### config.mk
export PLATFORM = sky130hd
export DESIGN_NAME = openofdm_rx_stat_flat
export DESIGN_NICKNAME = d
export VERILOG_FILES = /design/src/rtl/openofdm_rx_stat_if.sv /design/src/rtl/openofdm_rx_stat.sv /design/src/flat_wrapper.sv
export SDC_FILE = /design/constraint.sdc
export NUM_CORES = 1
export LEC_CHECK = 0
export CAP_MARGIN = 10
export CORE_MARGIN = 8
export CORE_UTILIZATION = 45
export CTS_CLUSTER_SIZE = 10
export DETAILED_ROUTE_END_ITERATION = 16
export PLACE_DENSITY_LB_ADDON = 0.2
export SYNTH_ARGS = -nofsm -noshare
export SYNTH_HDL_FRONTEND = slang
export SYNTH_SLANG_ARGS = --single-unit
export TNS_END_PERCENT = 5
### constraint.sdc
create_clock -name s00_axi_aclk -period 2.5 [get_ports s00_axi_aclk]
set_clock_uncertainty 0.2 [all_clocks]
set_input_delay 0.375 -clock s00_axi_aclk [delete_from_list [all_inputs] [get_ports s00_axi_aclk]]
set_output_delay 0.375 -clock s00_axi_aclk [all_outputs]
set_load 0.05 [all_outputs]
### src/rtl/openofdm_rx_stat_if.sv
// Bundle of the decode-event inputs, control strobes and the addressed read port
// shared between openofdm_rx_stat and whatever drives it.
interface openofdm_rx_stat_if #(
    parameter int STATE_WIDTH = 5,
    parameter int TO_WIDTH    = 24
);
    logic                   enable;
    logic                   clear;
    logic                   snapshot;
    logic                   short_preamble_detected;
    logic                   long_preamble_detected;
    logic                   pkt_header_valid_strobe;
    logic                   ht_unsupport;
    logic                   fcs_out_strobe;
    logic                   fcs_ok;
    logic [STATE_WIDTH-1:0] state;
    logic                   state_changed;
    logic [TO_WIDTH-1:0]    timeout_cycles;
    logic [3:0]             rd_addr;
    logic [31:0]            rd_data;
    logic [31:0]            state_history;
    logic                   timeout_pulse;

    modport master (
        output enable, clear, snapshot, short_preamble_detected, long_preamble_detected,
               pkt_header_valid_strobe, ht_unsupport, fcs_out_strobe, fcs_ok, state,
               state_changed, timeout_cycles, rd_addr,
        input  rd_data, state_history, timeout_pulse
    );

    modport slave (
        input  enable, clear, snapshot, short_preamble_detected, long_preamble_detected,
               pkt_header_valid_strobe, ht_unsupport, fcs_out_strobe, fcs_ok, state,
               state_changed, timeout_cycles, rd_addr,
        output rd_data, state_history, timeout_pulse
    );
endinterface

### src/rtl/openofdm_rx_stat.sv
// Receive statistics for the dot11 decoder: saturating event counters with a shadow
// set, a decoder-state history, a stuck-state watchdog and a registered read port.
module openofdm_rx_stat #(
    parameter int CNT_WIDTH   = 32,
    parameter int STATE_WIDTH = 5,
    parameter int HIST_DEPTH  = 6,
    parameter int IDLE_STATE  = 0,
    parameter int TO_WIDTH    = 24
) (
    input  logic              s00_axi_aclk,
    input  logic              s00_axi_aresetn,
    openofdm_rx_stat_if.slave bus
);
    localparam int NUM_CNT   = 7;
    localparam int HIST_BITS = HIST_DEPTH * STATE_WIDTH;
    localparam int CNT_EXT   = (CNT_WIDTH < 32) ? CNT_WIDTH : 32;
    localparam int TO_EXT    = (TO_WIDTH < 32) ? TO_WIDTH : 32;

    localparam logic [CNT_WIDTH-1:0]   CNT_ZERO  = {CNT_WIDTH{1'b0}};
    localparam logic [CNT_WIDTH-1:0]   CNT_ONE   = {{(CNT_WIDTH-1){1'b0}}, 1'b1};
    localparam logic [CNT_WIDTH-1:0]   CNT_MAX   = {CNT_WIDTH{1'b1}};
    localparam logic [TO_WIDTH-1:0]    TO_ZERO   = {TO_WIDTH{1'b0}};
    localparam logic [TO_WIDTH-1:0]    TO_ONE    = {{(TO_WIDTH-1){1'b0}}, 1'b1};
    localparam logic [TO_WIDTH-1:0]    TO_MAX    = {TO_WIDTH{1'b1}};
    localparam logic [HIST_BITS-1:0]   HIST_ZERO = {HIST_BITS{1'b0}};
    localparam logic [STATE_WIDTH-1:0] IDLE_CODE = STATE_WIDTH'(IDLE_STATE);

    logic                 short_d_r;
    logic                 long_d_r;
    logic                 ht_d_r;
    logic [CNT_WIDTH-1:0] cnt_r    [NUM_CNT];
    logic [CNT_WIDTH-1:0] shadow_r [NUM_CNT];
    logic [HIST_BITS-1:0] hist_r;
    logic [TO_WIDTH-1:0]  dwell_r;
    logic                 fired_r;
    logic                 timeout_pulse_r;
    logic [31:0]          rd_data_r;

    logic [NUM_CNT-1:0]   inc_s;
    logic                 fire_s;
    logic                 dwell_rst_s;
    logic [HIST_BITS-1:0] state_ext_s;
    logic [31:0]          hist_ext_s;
    logic [31:0]          rd_mux_s;

    function automatic logic [31:0] cnt_to_word(input logic [CNT_WIDTH-1:0] v);
        cnt_to_word = 32'd0;
        cnt_to_word[CNT_EXT-1:0] = v[CNT_EXT-1:0];
    endfunction

    function automatic logic [31:0] dwell_to_word(input logic [TO_WIDTH-1:0] v);
        dwell_to_word = 32'd0;
        dwell_to_word[TO_EXT-1:0] = v[TO_EXT-1:0];
    endfunction

    // Decode increment requests and watchdog expiry; nothing counts while disabled
    always_comb begin
        inc_s       = {NUM_CNT{1'b0}};
        fire_s      = 1'b0;
        dwell_rst_s = (bus.state == IDLE_CODE) || bus.state_changed;
        if (bus.enable) begin
            fire_s   = (bus.timeout_cycles != TO_ZERO) && (dwell_r == bus.timeout_cycles) && !fired_r;
            inc_s[0] = bus.short_preamble_detected & ~short_d_r;
            inc_s[1] = bus.long_preamble_detected & ~long_d_r;
            inc_s[2] = bus.pkt_header_valid_strobe;
            inc_s[3] = bus.ht_unsupport & ~ht_d_r;
            inc_s[4] = bus.fcs_out_strobe & bus.fcs_ok;
            inc_s[5] = bus.fcs_out_strobe & ~bus.fcs_ok;
            inc_s[6] = fire_s;
        end else begin
            inc_s  = {NUM_CNT{1'b0}};
            fire_s = 1'b0;
        end
    end

    // Previous-cycle copies of level inputs, tracked regardless of enable
    always_ff @(posedge s00_axi_aclk or negedge s00_axi_aresetn) begin
        if (!s00_axi_aresetn) begin
            short_d_r <= 1'b0;
            long_d_r  <= 1'b0;
            ht_d_r    <= 1'b0;
        end else begin
            short_d_r <= bus.short_preamble_detected;
            long_d_r  <= bus.long_preamble_detected;
            ht_d_r    <= bus.ht_unsupport;
        end
    end

    // Live counters: clear beats any same-cycle event, increments saturate
    always_ff @(posedge s00_axi_aclk or negedge s00_axi_aresetn) begin
        if (!s00_axi_aresetn) begin
            for (int i = 0; i < NUM_CNT; i++) cnt_r[i] <= CNT_ZERO;
        end else begin
            for (int i = 0; i < NUM_CNT; i++) begin
                if (bus.clear) begin
                    cnt_r[i] <= CNT_ZERO;
                end else if (inc_s[i] && (cnt_r[i] != CNT_MAX)) begin
                    cnt_r[i] <= cnt_r[i] + CNT_ONE;
                end
            end
        end
    end

    // Shadow set captures live values as they stood before this edge
    always_ff @(posedge s00_axi_aclk or negedge s00_axi_aresetn) begin
        if (!s00_axi_aresetn) begin
            for (int i = 0; i < NUM_CNT; i++) shadow_r[i] <= CNT_ZERO;
        end else if (bus.snapshot) begin
            for (int i = 0; i < NUM_CNT; i++) shadow_r[i] <= cnt_r[i];
        end
    end

    // Zero-extend the incoming state and the packed history to their target widths
    always_comb begin
        state_ext_s = HIST_ZERO;
        state_ext_s[STATE_WIDTH-1:0] = bus.state;
        hist_ext_s = 32'd0;
        hist_ext_s[HIST_BITS-1:0] = hist_r;
    end

    // History shift register, newest entry in the LSBs; the shift drops the oldest
    always_ff @(posedge s00_axi_aclk or negedge s00_axi_aresetn) begin
        if (!s00_axi_aresetn) begin
            hist_r <= HIST_ZERO;
        end else if (bus.enable && bus.state_changed) begin
            hist_r <= (hist_r << STATE_WIDTH) | state_ext_s;
        end
    end

    // Dwell counter and one-shot expiry; fired_r blocks re-fire until dwell restarts
    always_ff @(posedge s00_axi_aclk or negedge s00_axi_aresetn) begin
        if (!s00_axi_aresetn) begin
            dwell_r         <= TO_ZERO;
            fired_r         <= 1'b0;
            timeout_pulse_r <= 1'b0;
        end else begin
            timeout_pulse_r <= fire_s;
            if (bus.enable) begin
                if (dwell_rst_s) begin
                    dwell_r <= TO_ZERO;
                    fired_r <= 1'b0;
                end else begin
                    if (dwell_r != TO_MAX) dwell_r <= dwell_r + TO_ONE;
                    if (fire_s) fired_r <= 1'b1;
                end
            end
        end
    end

    // Read select
    always_comb begin
        rd_mux_s = 32'd0;
        case (bus.rd_addr)
            4'd0:    rd_mux_s = cnt_to_word(shadow_r[0]);
            4'd1:    rd_mux_s = cnt_to_word(shadow_r[1]);
            4'd2:    rd_mux_s = cnt_to_word(shadow_r[2]);
            4'd3:    rd_mux_s = cnt_to_word(shadow_r[3]);
            4'd4:    rd_mux_s = cnt_to_word(shadow_r[4]);
            4'd5:    rd_mux_s = cnt_to_word(shadow_r[5]);
            4'd6:    rd_mux_s = cnt_to_word(shadow_r[6]);
            4'd7:    rd_mux_s = hist_ext_s;
            4'd8:    rd_mux_s = dwell_to_word(dwell_r);
            4'd9:    rd_mux_s = cnt_to_word(cnt_r[5]);
            4'd10:   rd_mux_s = {27'd0, bus.enable, (bus.timeout_cycles != TO_ZERO), 3'd0};
            default: rd_mux_s = 32'd0;
        endcase
    end

    // Read data register
    always_ff @(posedge s00_axi_aclk or negedge s00_axi_aresetn) begin
        if (!s00_axi_aresetn) begin
            rd_data_r <= 32'd0;
        end else begin
            rd_data_r <= rd_mux_s;
        end
    end

    assign bus.rd_data       = rd_data_r;
    assign bus.state_history = hist_ext_s;
    assign bus.timeout_pulse = timeout_pulse_r;
endmodule
### src/flat_wrapper.sv
// flat-port wrapper written by rule: the top's interface ports become plain ports
module openofdm_rx_stat_flat 
#(
    parameter int CNT_WIDTH   = 32,
    parameter int STATE_WIDTH = 5,
    parameter int HIST_DEPTH  = 6,
    parameter int IDLE_STATE  = 0,
    parameter int TO_WIDTH    = 24
)
  (s00_axi_aclk, s00_axi_aresetn, bus_enable, bus_clear, bus_snapshot, bus_short_preamble_detected, bus_long_preamble_detected, bus_pkt_header_valid_strobe, bus_ht_unsupport, bus_fcs_out_strobe, bus_fcs_ok, bus_state, bus_state_changed, bus_timeout_cycles, bus_rd_addr, bus_rd_data, bus_state_history, bus_timeout_pulse);
  openofdm_rx_stat_if #(.STATE_WIDTH(STATE_WIDTH), .TO_WIDTH(TO_WIDTH)) bus_i ();
  input  logic s00_axi_aclk;
  input  logic s00_axi_aresetn;
  input wire logic [$bits(bus_i.enable)-1:0] bus_enable;
  input wire logic [$bits(bus_i.clear)-1:0] bus_clear;
  input wire logic [$bits(bus_i.snapshot)-1:0] bus_snapshot;
  input wire logic [$bits(bus_i.short_preamble_detected)-1:0] bus_short_preamble_detected;
  input wire logic [$bits(bus_i.long_preamble_detected)-1:0] bus_long_preamble_detected;
  input wire logic [$bits(bus_i.pkt_header_valid_strobe)-1:0] bus_pkt_header_valid_strobe;
  input wire logic [$bits(bus_i.ht_unsupport)-1:0] bus_ht_unsupport;
  input wire logic [$bits(bus_i.fcs_out_strobe)-1:0] bus_fcs_out_strobe;
  input wire logic [$bits(bus_i.fcs_ok)-1:0] bus_fcs_ok;
  input wire logic [$bits(bus_i.state)-1:0] bus_state;
  input wire logic [$bits(bus_i.state_changed)-1:0] bus_state_changed;
  input wire logic [$bits(bus_i.timeout_cycles)-1:0] bus_timeout_cycles;
  input wire logic [$bits(bus_i.rd_addr)-1:0] bus_rd_addr;
  output wire logic [$bits(bus_i.rd_data)-1:0] bus_rd_data;
  output wire logic [$bits(bus_i.state_history)-1:0] bus_state_history;
  output wire logic [$bits(bus_i.timeout_pulse)-1:0] bus_timeout_pulse;
  assign bus_i.enable = bus_enable;
  assign bus_i.clear = bus_clear;
  assign bus_i.snapshot = bus_snapshot;
  assign bus_i.short_preamble_detected = bus_short_preamble_detected;
  assign bus_i.long_preamble_detected = bus_long_preamble_detected;
  assign bus_i.pkt_header_valid_strobe = bus_pkt_header_valid_strobe;
  assign bus_i.ht_unsupport = bus_ht_unsupport;
  assign bus_i.fcs_out_strobe = bus_fcs_out_strobe;
  assign bus_i.fcs_ok = bus_fcs_ok;
  assign bus_i.state = bus_state;
  assign bus_i.state_changed = bus_state_changed;
  assign bus_i.timeout_cycles = bus_timeout_cycles;
  assign bus_i.rd_addr = bus_rd_addr;
  assign bus_rd_data = bus_i.rd_data;
  assign bus_state_history = bus_i.state_history;
  assign bus_timeout_pulse = bus_i.timeout_pulse;
  openofdm_rx_stat #(.CNT_WIDTH(CNT_WIDTH), .STATE_WIDTH(STATE_WIDTH), .HIST_DEPTH(HIST_DEPTH), .IDLE_STATE(IDLE_STATE), .TO_WIDTH(TO_WIDTH)) u_core (.s00_axi_aclk(s00_axi_aclk), .s00_axi_aresetn(s00_axi_aresetn), .bus(bus_i));
endmodule
==> impl_metrics.yaml <==
synthesis:
  syn-instance-count: 2310
  async_reset_ff_share_pct: 100
  ys_seq_area_share_pct: 53.0
  avgSynthCellArea_um2: 11.0
  yosys.area.top_type: "dfrtp_1"
  synth_enable_flop_cells: 0
  synth_area_mm2: 0.0254
  yosysWarnings: 0
  synth-main-ff-cell: "dfrtp_1"
  synth.top_cell.area_share_pct: 53.0
  yosysMostFrequentCell: "dfrtp_1"
  ys_ff_latch: 539
  ys_top_cells_by_count: "539 x dfrtp_1, 257 x mux2_2, 202 x nor2_1, 126 x xor2_1, 122 x nand3_1"
  synth_cell_types: 63
  synthTopCellsByArea: "dfrtp_1 53%, mux2_2 11%, xor2_1 4.3%"
worst_setup_path:
  rrSetupSlack_ps: -280
  required_ps: 2820
  end_kind: "flop"
  slowest_stage: "or4b_4"
  critPathBufInv: 1
  cp-start-kind: "flop"
  cpLargestDelayFamily: "simple AND/OR/NAND/NOR gates"
  slowest_delay_ps: 570
  path_cells: "xor2_1 > nor4_1 > nand4_1 > or4b_4 > buf_12 > or4_1 > a21oi_1"
  crit_fanout: 8
  critPathKind: "reg -> reg"
  worstPathArrival_ps: 3090
pwr:
  leakage_uw: 0.0145
  clockPowerShare_pct: 43.3
  ir_drop_mv: 0.572
  comb_power_share_pct: 11.7
  switching_power_uw: 5450
  p_seq_share_pct: 44.9
  p_int_uw: 15100
  swShare_pct: 26.5
  power_uw: 20500
  p_per_area_mw_per_mm2: 640
timing:
  finalWorstSetupSlack_ps: -278
  fmax_ghz: 0.360
  relSlewSlack_pct: 29.9
  fin_hold_ws_ps: 42.4
  setup_viol: 29
  worst_pin_slew_ps: 1050
  fin_crit_sh_pct: 111
  setup_tns_ps: -6320
  rsz0062_at_grt: "yes"
  drv_slew: 0
  hold_viol_final: 0
  post-route-min-period_ps: 2780
layout:
  area_growth_pct: 26.2
  drive_above_1_share_pct: 27.4
  nets: 2754
  finalNonFillerCells: 3484
detailed_routing:
  first_iter_violations: 1865
  detail-route-antenna-nets: 0
  vias_per_cell: 5.97
  drc: 0
  wirelength_um: 84100
  wl_per_cell_um: 24.1
  num_vias: 20800
  dr.pass1.iters: 5
placement:
  preCtsSetupSlack_ps: -767
  dp.cells: 3385
  hpwl_um: 62300
  portBuffers: 107
  globalplace.congestion: 0.934
grt:
  grt.overflow.total: 0
  track_usage_pct: 26.0
  grt_pass1_wl_um: 128000
  grt_pass1_vias: 20900
  antenna_found_initial: 2
  grt_max_degree: 112
cts:
  worstSkewPairLatency_ps: 610
  path_clk_slew_ps: 60
  htree_levels: 3
  tritoncts: "yes"
  clockRootBuffer: "clkbuf_16"
  numClockSinks: 539
  cts_made_buffers: 66
  clock_path_buffers: 3
floorplanning:
  fp-row-count: 87
  die_h_um: 254
  ioPinCount: 110
  die_area_mm2: 0.0644
  initial_utilization_pct: 45.3
  core-area_mm2: 0.0562
  die_w_um: 254
outcome:
  status: "finished with violations"
  failed_checks: "setup timing"
worst_hold_path:
  hp-class: "in -> reg"
run:
  drv_cap: 0
-- worst reg2reg max path, stage by stage (launching register included) --
cell and delay (ps):
dfrtp_1 420, xor2_1 160, nor4_1 350, nand4_1 190
or4b_4 570, buf_12 180, or4_1 470, a21oi_1 150
-- kinds of logic after synthesis --
| group | after synthesis | synth area share, % |
|---|---|---|
| compound gates | 327 | 8.78 |
| xor+xnor | 185 | 6.37 |
| fa+ha+maj | 8 | 0.393 |
| buf+inv | 155 | 2.37 |
| flops | 539 | 53.0 |
| mux | 261 | 11.5 |
| other cells | 1 | 0.0147 |
| simple gates | 834 | 17.5 |
-- path summary, 6_finish.rpt --
check	start	end	cells past startpoint
max reg2reg	u_core.dwell_r[3]	u_core.cnt_r[29]	7
max in group asynchronous	s00_axi_aresetn	u_core.shadow_r[72]	4
min	bus_snapshot	u_core.shadow_r[171]	2
min reg2reg	u_core.shadow_r[53]	u_core.shadow_r[53]	1
min in group asynchronous	s00_axi_aresetn	u_core.cnt_r[219]	2
max	u_core.dwell_r[3]	u_core.cnt_r[29]	7
-- flip-flops by register name, summed over array words and instances (netlist names), 24 cells and up --
| register | flops |
|---|---|
| u_core.cnt_r | 224 |
| u_core.shadow_r | 224 |
| u_core.bus.rd_data | 32 |
| u_core.hist_r | 30 |
| u_core.dwell_r | 24 |
-- metal layers --
metal | vias to the layer above | share of wire, % | GRT usage [%]
met3 | 146 | 7.7 | 4.88
met2 | 795 | 46 | 40.3
li1 | 9268 | - | -
met5 | - | 0.015 | 0
met4 | 2 | 3.6 | 9.23
met1 | 10600 | 43 | 36.5
-- final cells by class --
| class | count | area [um2] |
|---|---|---|
| antenna | 1 | 2.50 |
| clock buffer | 92 | 1940 |
| clock inverter | 2 | 12.5 |
| fill | 4761 | 24100 |
| inverter | 22 | 82.6 |
| multi-input combinational | 1617 | 11600 |
| sequential | 539 | 13500 |
| tap | 756 | 946 |
| timing repair buffer | 455 | 4070 |
-- placed cells by master, fill, tap and decap left out, drive strengths merged, types with 3 or more instances in the layout --
| master | n |
|---|---|
| and3b | 3 |
| mux2 | 257 |
| and3 | 54 |
| a222oi | 6 |
| mux2i | 4 |
| nor4 | 31 |
| nor2 | 202 |
| a21oi | 68 |
| o21ai | 72 |
| nand2 | 91 |
| nand3 | 122 |
| nand4b | 5 |
| a31oi | 4 |
| nor4b | 3 |
| o211ai | 7 |
| xor2 | 126 |
| clkbuf | 92 |
| nand4 | 104 |
| a22oi | 80 |
| nor3 | 53 |
| a22o | 32 |
| nand3b | 6 |
| and4 | 40 |
| nand2b | 6 |
| and2 | 17 |
| dlygate4sd2 | 12 |
| dfrtp | 539 |
| inv | 22 |
| nor2b | 12 |
| or3 | 59 |
| a221oi | 32 |
| or2 | 5 |
| clkdlybuf4s50 | 90 |
| xnor2 | 59 |
| nor3b | 6 |
| o2111ai | 4 |
| or4 | 13 |
| o31ai | 7 |
| buf | 349 |
| ha | 8 |
-- stage by stage --
step           cell area [um2]  utilization, %
6_report                 32100            57.2
5_1_grt                  32100            57.2
4_1_cts                  32000            56.9
3_5_place_dp             29900            53.2
3_3_place_gp             29900            53.2
2_1_floorplan            25500               -
-- power by group through the flow --
stage | Sequential, uW | Combinational [uW] | Clock [uW]
finish | 9230 | 2410 | 8900
CTS | 9230 | 2430 | 9060
floorplan | 9940 | 495 | 0
global placement | 9380 | 2450 | 0
global route | 9250 | 2520 | 9460
detailed placement | 9380 | 2460 | 0
-- repair_timing --
| item | in CTS | in global routing |
|---|---|---|
| endpoints found under the setup margin | 42 | 67 |
| resized for setup | 32 | 31 |
| hold buffers | 1 | 0 |
| buffers inserted | 1 | 0 |
| cloned | 2 | 0 |
| pin swaps | 7 | 8 |
| endpoints found under the hold margin | 220 | 0 |
No activity file was read; power rests on OpenSTA's default activity.
